**src/rtl/fifo_wr_arb_pkg.sv**
```systemverilog
// fifo_wr_arb_pkg: shared types and helpers for the FIFO write-port arbiter.
//   arb_state_t : arbiter FSM state (StIdle, StGrant)
//   StatsW      : width of each optional statistics counter
//   idx_width() : bits needed to index n requesters (at least 1)
package fifo_wr_arb_pkg;

  typedef enum logic [0:0] {
    StIdle  = 1'b0,
    StGrant = 1'b1
  } arb_state_t;

  localparam int unsigned StatsW = 16;

  function automatic int unsigned idx_width(input int unsigned n);
    return (n > 1) ? $clog2(n) : 1;
  endfunction

endpackage

```
**src/rtl/fifo_wr_arb_rr_pick.sv**
```systemverilog
// fifo_wr_arb_rr_pick: combinational round-robin picker.
// Finds the first set bit of req at or after ptr, scanning upward modulo NUM_REQ.
//   req   : request vector
//   ptr   : index where the scan starts (highest priority)
//   found : any request bit set
//   idx   : picked index (0 when nothing is found)
module fifo_wr_arb_rr_pick
  import fifo_wr_arb_pkg::*;
#(
  parameter int unsigned NUM_REQ = 4,
  parameter int unsigned IdxW    = idx_width(NUM_REQ)
) (
  input  logic [NUM_REQ-1:0] req,
  input  logic [IdxW-1:0]    ptr,
  output logic               found,
  output logic [IdxW-1:0]    idx
);

  logic [IdxW-1:0] cand;

  always_comb begin
    found = 1'b0;
    idx   = '0;
    cand  = '0;
    for (int unsigned i = 0; i < NUM_REQ; i++) begin
      cand = IdxW'((32'(ptr) + i) % NUM_REQ);
      if (!found && req[cand]) begin
        found = 1'b1;
        idx   = cand;
      end
    end
  end

endmodule

```
**src/rtl/fifo_wr_arb.sv**
```systemverilog
// fifo_wr_arb: burst-limited round-robin arbiter sharing one FIFO write port
// among NUM_REQ producers in the w_clk domain.
//   w_clk, rst_n          : clock, asynchronous active-low reset
//   req_valid/req_data    : per-requester word offer (requester i at [i*DATA_W +: DATA_W])
//   req_ready             : requester's word accepted this cycle
//   grant                 : registered one-hot owner, 0 when idle
//   w_full                : FIFO full flag
//   w_en/w_data           : FIFO write port
//   busy                  : arbiter is in the grant state
// Optional build macro FIFO_WR_ARB_STATS_EN adds:
//   beat_total            : per-requester accepted-beat counters (wrapping)
//   stall_cnt             : grant cycles stalled by w_full (saturating)
module fifo_wr_arb
  import fifo_wr_arb_pkg::*;
#(
  parameter int unsigned NUM_REQ   = 4,
  parameter int unsigned DATA_W    = 8,
  parameter int unsigned BURST_MAX = 16
) (
  input  logic                        w_clk,
  input  logic                        rst_n,
  input  logic [NUM_REQ-1:0]          req_valid,
  input  logic [NUM_REQ*DATA_W-1:0]   req_data,
  output logic [NUM_REQ-1:0]          req_ready,
  output logic [NUM_REQ-1:0]          grant,
  input  logic                        w_full,
  output logic                        w_en,
  output logic [DATA_W-1:0]           w_data,
  output logic                        busy
`ifdef FIFO_WR_ARB_STATS_EN
  ,
  output logic [NUM_REQ*StatsW-1:0]   beat_total,
  output logic [StatsW-1:0]           stall_cnt
`endif
);

  localparam int unsigned IdxW = idx_width(NUM_REQ);
  localparam int unsigned CntW = $clog2(BURST_MAX + 1);
  localparam logic [CntW-1:0] BurstLast = CntW'(BURST_MAX - 1);

  arb_state_t          state_q, state_d;
  logic [IdxW-1:0]     owner_q, owner_d;
  logic [IdxW-1:0]     rr_ptr_q, rr_ptr_d;
  logic [CntW-1:0]     beat_cnt_q, beat_cnt_d;
  logic [NUM_REQ-1:0]  grant_q, grant_d;

  logic                pick_found;
  logic [IdxW-1:0]     pick_idx;
  logic                in_grant;
  logic                owner_valid;
  logic [NUM_REQ-1:0]  owner_oh;
  logic [IdxW-1:0]     next_ptr;

  fifo_wr_arb_rr_pick #(
    .NUM_REQ (NUM_REQ),
    .IdxW    (IdxW)
  ) u_rr_pick (
    .req   (req_valid),
    .ptr   (rr_ptr_q),
    .found (pick_found),
    .idx   (pick_idx)
  );

  // Write path is purely combinational so a rising w_full blocks the beat in
  // the same cycle.
  always_comb begin
    in_grant    = (state_q == StGrant);
    owner_valid = req_valid[owner_q];
    owner_oh    = NUM_REQ'(1) << owner_q;
    w_en        = in_grant & owner_valid & ~w_full;
    req_ready   = w_en ? owner_oh : '0;
    // Muxed even when idle or stalled; consumers qualify with w_en.
    w_data      = DATA_W'(req_data >> (32'(owner_q) * DATA_W));
    next_ptr    = (owner_q == IdxW'(NUM_REQ - 1)) ? '0 : owner_q + 1'b1;
  end

  always_comb begin
    state_d    = state_q;
    owner_d    = owner_q;
    rr_ptr_d   = rr_ptr_q;
    beat_cnt_d = beat_cnt_q;
    grant_d    = grant_q;
    case (state_q)
      StIdle: begin
        if (pick_found) begin
          state_d           = StGrant;
          owner_d           = pick_idx;
          grant_d           = '0;
          grant_d[pick_idx] = 1'b1;
          beat_cnt_d        = '0;
        end
      end
      StGrant: begin
        // Release when the owner withdraws or its final burst beat goes out.
        // A w_full stall with the owner still valid holds everything.
        if (!owner_valid || (w_en && (beat_cnt_q == BurstLast))) begin
          state_d    = StIdle;
          grant_d    = '0;
          rr_ptr_d   = next_ptr;
          beat_cnt_d = '0;
        end else if (w_en) begin
          beat_cnt_d = beat_cnt_q + 1'b1;
        end
      end
      default: state_d = StIdle;
    endcase
  end

  always_ff @(posedge w_clk or negedge rst_n) begin
    if (!rst_n) begin
      state_q    <= StIdle;
      owner_q    <= '0;
      rr_ptr_q   <= '0;
      beat_cnt_q <= '0;
      grant_q    <= '0;
    end else begin
      state_q    <= state_d;
      owner_q    <= owner_d;
      rr_ptr_q   <= rr_ptr_d;
      beat_cnt_q <= beat_cnt_d;
      grant_q    <= grant_d;
    end
  end

  assign grant = grant_q;
  assign busy  = in_grant;

`ifdef FIFO_WR_ARB_STATS_EN
  logic [NUM_REQ*StatsW-1:0] beat_total_q, beat_total_d;
  logic [StatsW-1:0]         stall_cnt_q, stall_cnt_d;

  for (genvar g = 0; g < NUM_REQ; g++) begin : g_beat
    assign beat_total_d[g*StatsW +: StatsW] =
        beat_total_q[g*StatsW +: StatsW] + StatsW'(req_ready[g]);
  end

  always_comb begin
    stall_cnt_d = stall_cnt_q;
    if (in_grant && owner_valid && w_full && (stall_cnt_q != '1)) begin
      stall_cnt_d = stall_cnt_q + 1'b1;
    end
  end

  always_ff @(posedge w_clk or negedge rst_n) begin
    if (!rst_n) begin
      beat_total_q <= '0;
      stall_cnt_q  <= '0;
    end else begin
      beat_total_q <= beat_total_d;
      stall_cnt_q  <= stall_cnt_d;
    end
  end

  assign beat_total = beat_total_q;
  assign stall_cnt  = stall_cnt_q;
`endif

endmodule

```
**config.mk**
```make
export PLATFORM = sky130hd
export DESIGN_NAME = fifo_wr_arb
export DESIGN_NICKNAME = d
export VERILOG_FILES = /design/src/rtl/fifo_wr_arb_pkg.sv /design/src/rtl/fifo_wr_arb_rr_pick.sv /design/src/rtl/fifo_wr_arb.sv
export SDC_FILE = /design/constraint.sdc
export NUM_CORES = 1
export LEC_CHECK = 0
export ABC_AREA = 1
export BUFFER_PORTS_ARGS = -buffer_cell sky130_fd_sc_hd__buf_2
export CORE_ASPECT_RATIO = 1.4
export CORE_MARGIN = 2
export CORE_UTILIZATION = 45
export CTS_CLUSTER_SIZE = 8
export DETAILED_ROUTE_END_ITERATION = 10
export PLACE_DENSITY_LB_ADDON = 0.12
export SYNTH_ARGS = -nofsm -noshare
export SYNTH_HDL_FRONTEND = slang
export SYNTH_HIERARCHICAL = 1
export SYNTH_SLANG_ARGS = --single-unit
```
**constraint.sdc**
```tcl
create_clock -name w_clk -period 3.2 [get_ports w_clk]
set_clock_uncertainty 0.15 [all_clocks]
set_input_delay 0 -clock w_clk [delete_from_list [all_inputs] [get_ports w_clk]]
set_output_delay 0 -clock w_clk [all_outputs]
set_load 0.01 [all_outputs]
```
==> flow_summary.ini <==
[synth]
seq_area_frac_synth_pct = 25.4
synthCells = 207
synth_area_leaders = dfrtp_1, nand2_1, o21ai_0
ys_types = 25
synth_top_cell_area_share_pct = 25.4
synth_nets = 252
synth_commonest_cells = nand2_1, nor2_1, o21ai_0
synth_edf_count = 0
syn-cell-area_um2 = 1380
yosysTopAreaCell = dfrtp_1
synth-seq-cells = 14
synth-warning-count = 6
async_flop_share_pct = 100
avgSynthCellArea_um2 = 6.67
synth_top_flop_cell = dfrtp_1
yosysMostFrequentCell = nand2_1

[layout]
fin_nets = 307
final_cell_area_um2 = 1720
drive_gt1_share_pct = 35.6
diodes = 0
area_growth_pct = 24.4
stdcell_count = 298
fin_util_pct = 59.1
num-fill-cells = 306

[clock_tree]
clk_latency_ps = 250
ctsLongestPathBuffers = 2
h-tree-depth = 1
cts_tree = done
clk_pin_slew_ps = 60
post_cts_resize_count = 0
cts_sinks = 14
cts_root_buf = clkbuf_8
numCtsBuffers = 3

[drt]
first_pass_iters = 4
drc_errors = 0
wl_per_cell_um = 12.3
ant_nets = 0
drt_iter0_drc = 40
viasPerCell = 5.16
routed_wirelength_mm = 3.66
vias = 1538

[sta]
rsz0062_at_grt = false
max_freq_mhz = 468
period_minus_slack_ps = 2140
fin_crit_sh_pct = 66.8
hold_viol = 0
finalSetupViolCount = 0
drv_slew = 0
worst_pin_slew_ps = 606
slew_headroom_pct = 59.6
setup_tns_ps = 0

[power]
power_density_nw_per_um2 = 914
ir_drop_uv = 697
leakagePower_nw = 0.939
total_power_mw = 1.57

[worst_setup_path]
r2r-start = rr_ptr_q[0]
cp_max_fo = 22
max_stage_delay_ps = 730
startpoint_type = flop
crit_path_top_delay_cell = dfrtp_1
cp_cell_sequence = inv_2 > nand2_1 > nand3_2 > nand2_2 > nor2_2 > inv_2 > nor2_1 > buf_2
crit_path_end_kind = primary output
critPathMostFrequentCell = inv_2
cp-startpoint = owner_q[0]
worstSetupPathType = flop to primary output
critPathRequiredTime_ps = 3050
worstPathArrival_ps = 1990

[floorplanning]
die_w_um = 50.8
ioPinCount = 57
die-height_um = 69.5
initial_utilization_pct = 47.5
placementRows = 23
die-area_um2 = 3530
coreArea_um2 = 2910

[global_routing]
grt_pass1_vias = 1396
grt-ovfl-total = 0
antenna_found_initial = 0
grt_max_degree = 23
grt_pass1_wl_mm = 5.98
grt_usage_pct = 21.7

[run_status]
status = complete, no violations

[min_path]
hold_path.class = primary input to async pin

[placed_design]
place_congestion = 0.837
io_buffers = 56
placed_cells_incl_taps = 293
dpl_cell_area_um2 = 1650
dp_hpwl_mm = 2.83

[run]
drv_cap = 0
==> metrics by stage <==
step / hold WS [ps] / setup slack [ps]
floorplan: -446 / 1570
global placement: -236 / 1160
detailed placement: -237 / 1140
CTS: 27.4 / 1050
global route: 52.6 / 861
finish: 22.0 / 1060
==> routing by layer <==
metal / part of all wire [%] / wire [µm] / vias up / GRT usage (%)
li1: - / - / 789 / -
met1: 41 / 1480 / 688 / 24.5
met2: 52 / 1910 / 56 / 40.1
met3: 5.5 / 200 / 5 / 1.72
met4: 1.9 / 68 / 0 / 9.91
met5: 0 / 0 / - / 0
==> worst max-delay path, delay by kind of cell (launching register included) <==
| kind | cells | cell delay, ps |
|---|---|---|
| flip-flops | 1 | 730 |
| AND/OR/NAND/NOR | 5 | 490 |
| buffers and inverters | 3 | 520 |
==> registers in the layout (all words and copies together), names as in the netlist <==
signal / count
beat_cnt_q: 5
grant: 4
owner_q: 2
rr_ptr_q: 2
busy: 1
==> cell type report <==
type	count	area (µm²)	share of cell area, %
Clock buffer	4	55.1	3.21
Inverter	25	93.8	5.47
Tap cell	37	46.3	2.70
Multi-Input combinational cell	161	881	51.3
Timing Repair Buffer	57	290	16.9
Sequential cell	14	350	20.4
==> placed cells by master, fill, tap and decap left out, types with 4 or more instances in the layout <==
master and instances:
buf_2 56, nand2_1 44, nor2_1 22, o21ai_0 21
inv_1 19, nand3_1 18, dfrtp_1 14, nand2_2 12
o22ai_1 8, nand3_2 7, inv_2 6, ha_1 6
nand4_1 5, nand2_4 4, clkbuf_8 4
==> final timing paths <==
kind,to,cells past startpoint,slack (ps)
max,req_ready[3],8,1060
min,beat_cnt_q[1],2,20
max reg2reg,owner_q[0],11,1110
min reg2reg,grant[2],2,370
max in group asynchronous,beat_cnt_q[4],2,2640
min in group w_clk,beat_cnt_q[3],5,50
==> where the power goes <==
group / switching (mW) / leakage, nW / internal [mW]
clock: 0.0675 / 0.0288 / 0.109
combinational: 0.661 / 0.728 / 0.369
sequential: 0.129 / 0.183 / 0.234
total: 0.857 / 0.939 / 0.712
==> kinds of logic after synthesis <==
kind of cell	after synthesis	share of synthesized area, %
fa+ha+maj	6	5.44
buf+inv	32	10.8
xor+xnor	1	0.635
compound gates	34	13.3
flops	14	25.4
simple gates	120	44.4
==> repair_timing <==
item / in CTS / in global routing
endpoints found under the hold margin: 14 / 0
hold buffers: 1 / 0
setup buffers: 0 / 0
(Power assumes the default switching activity.)
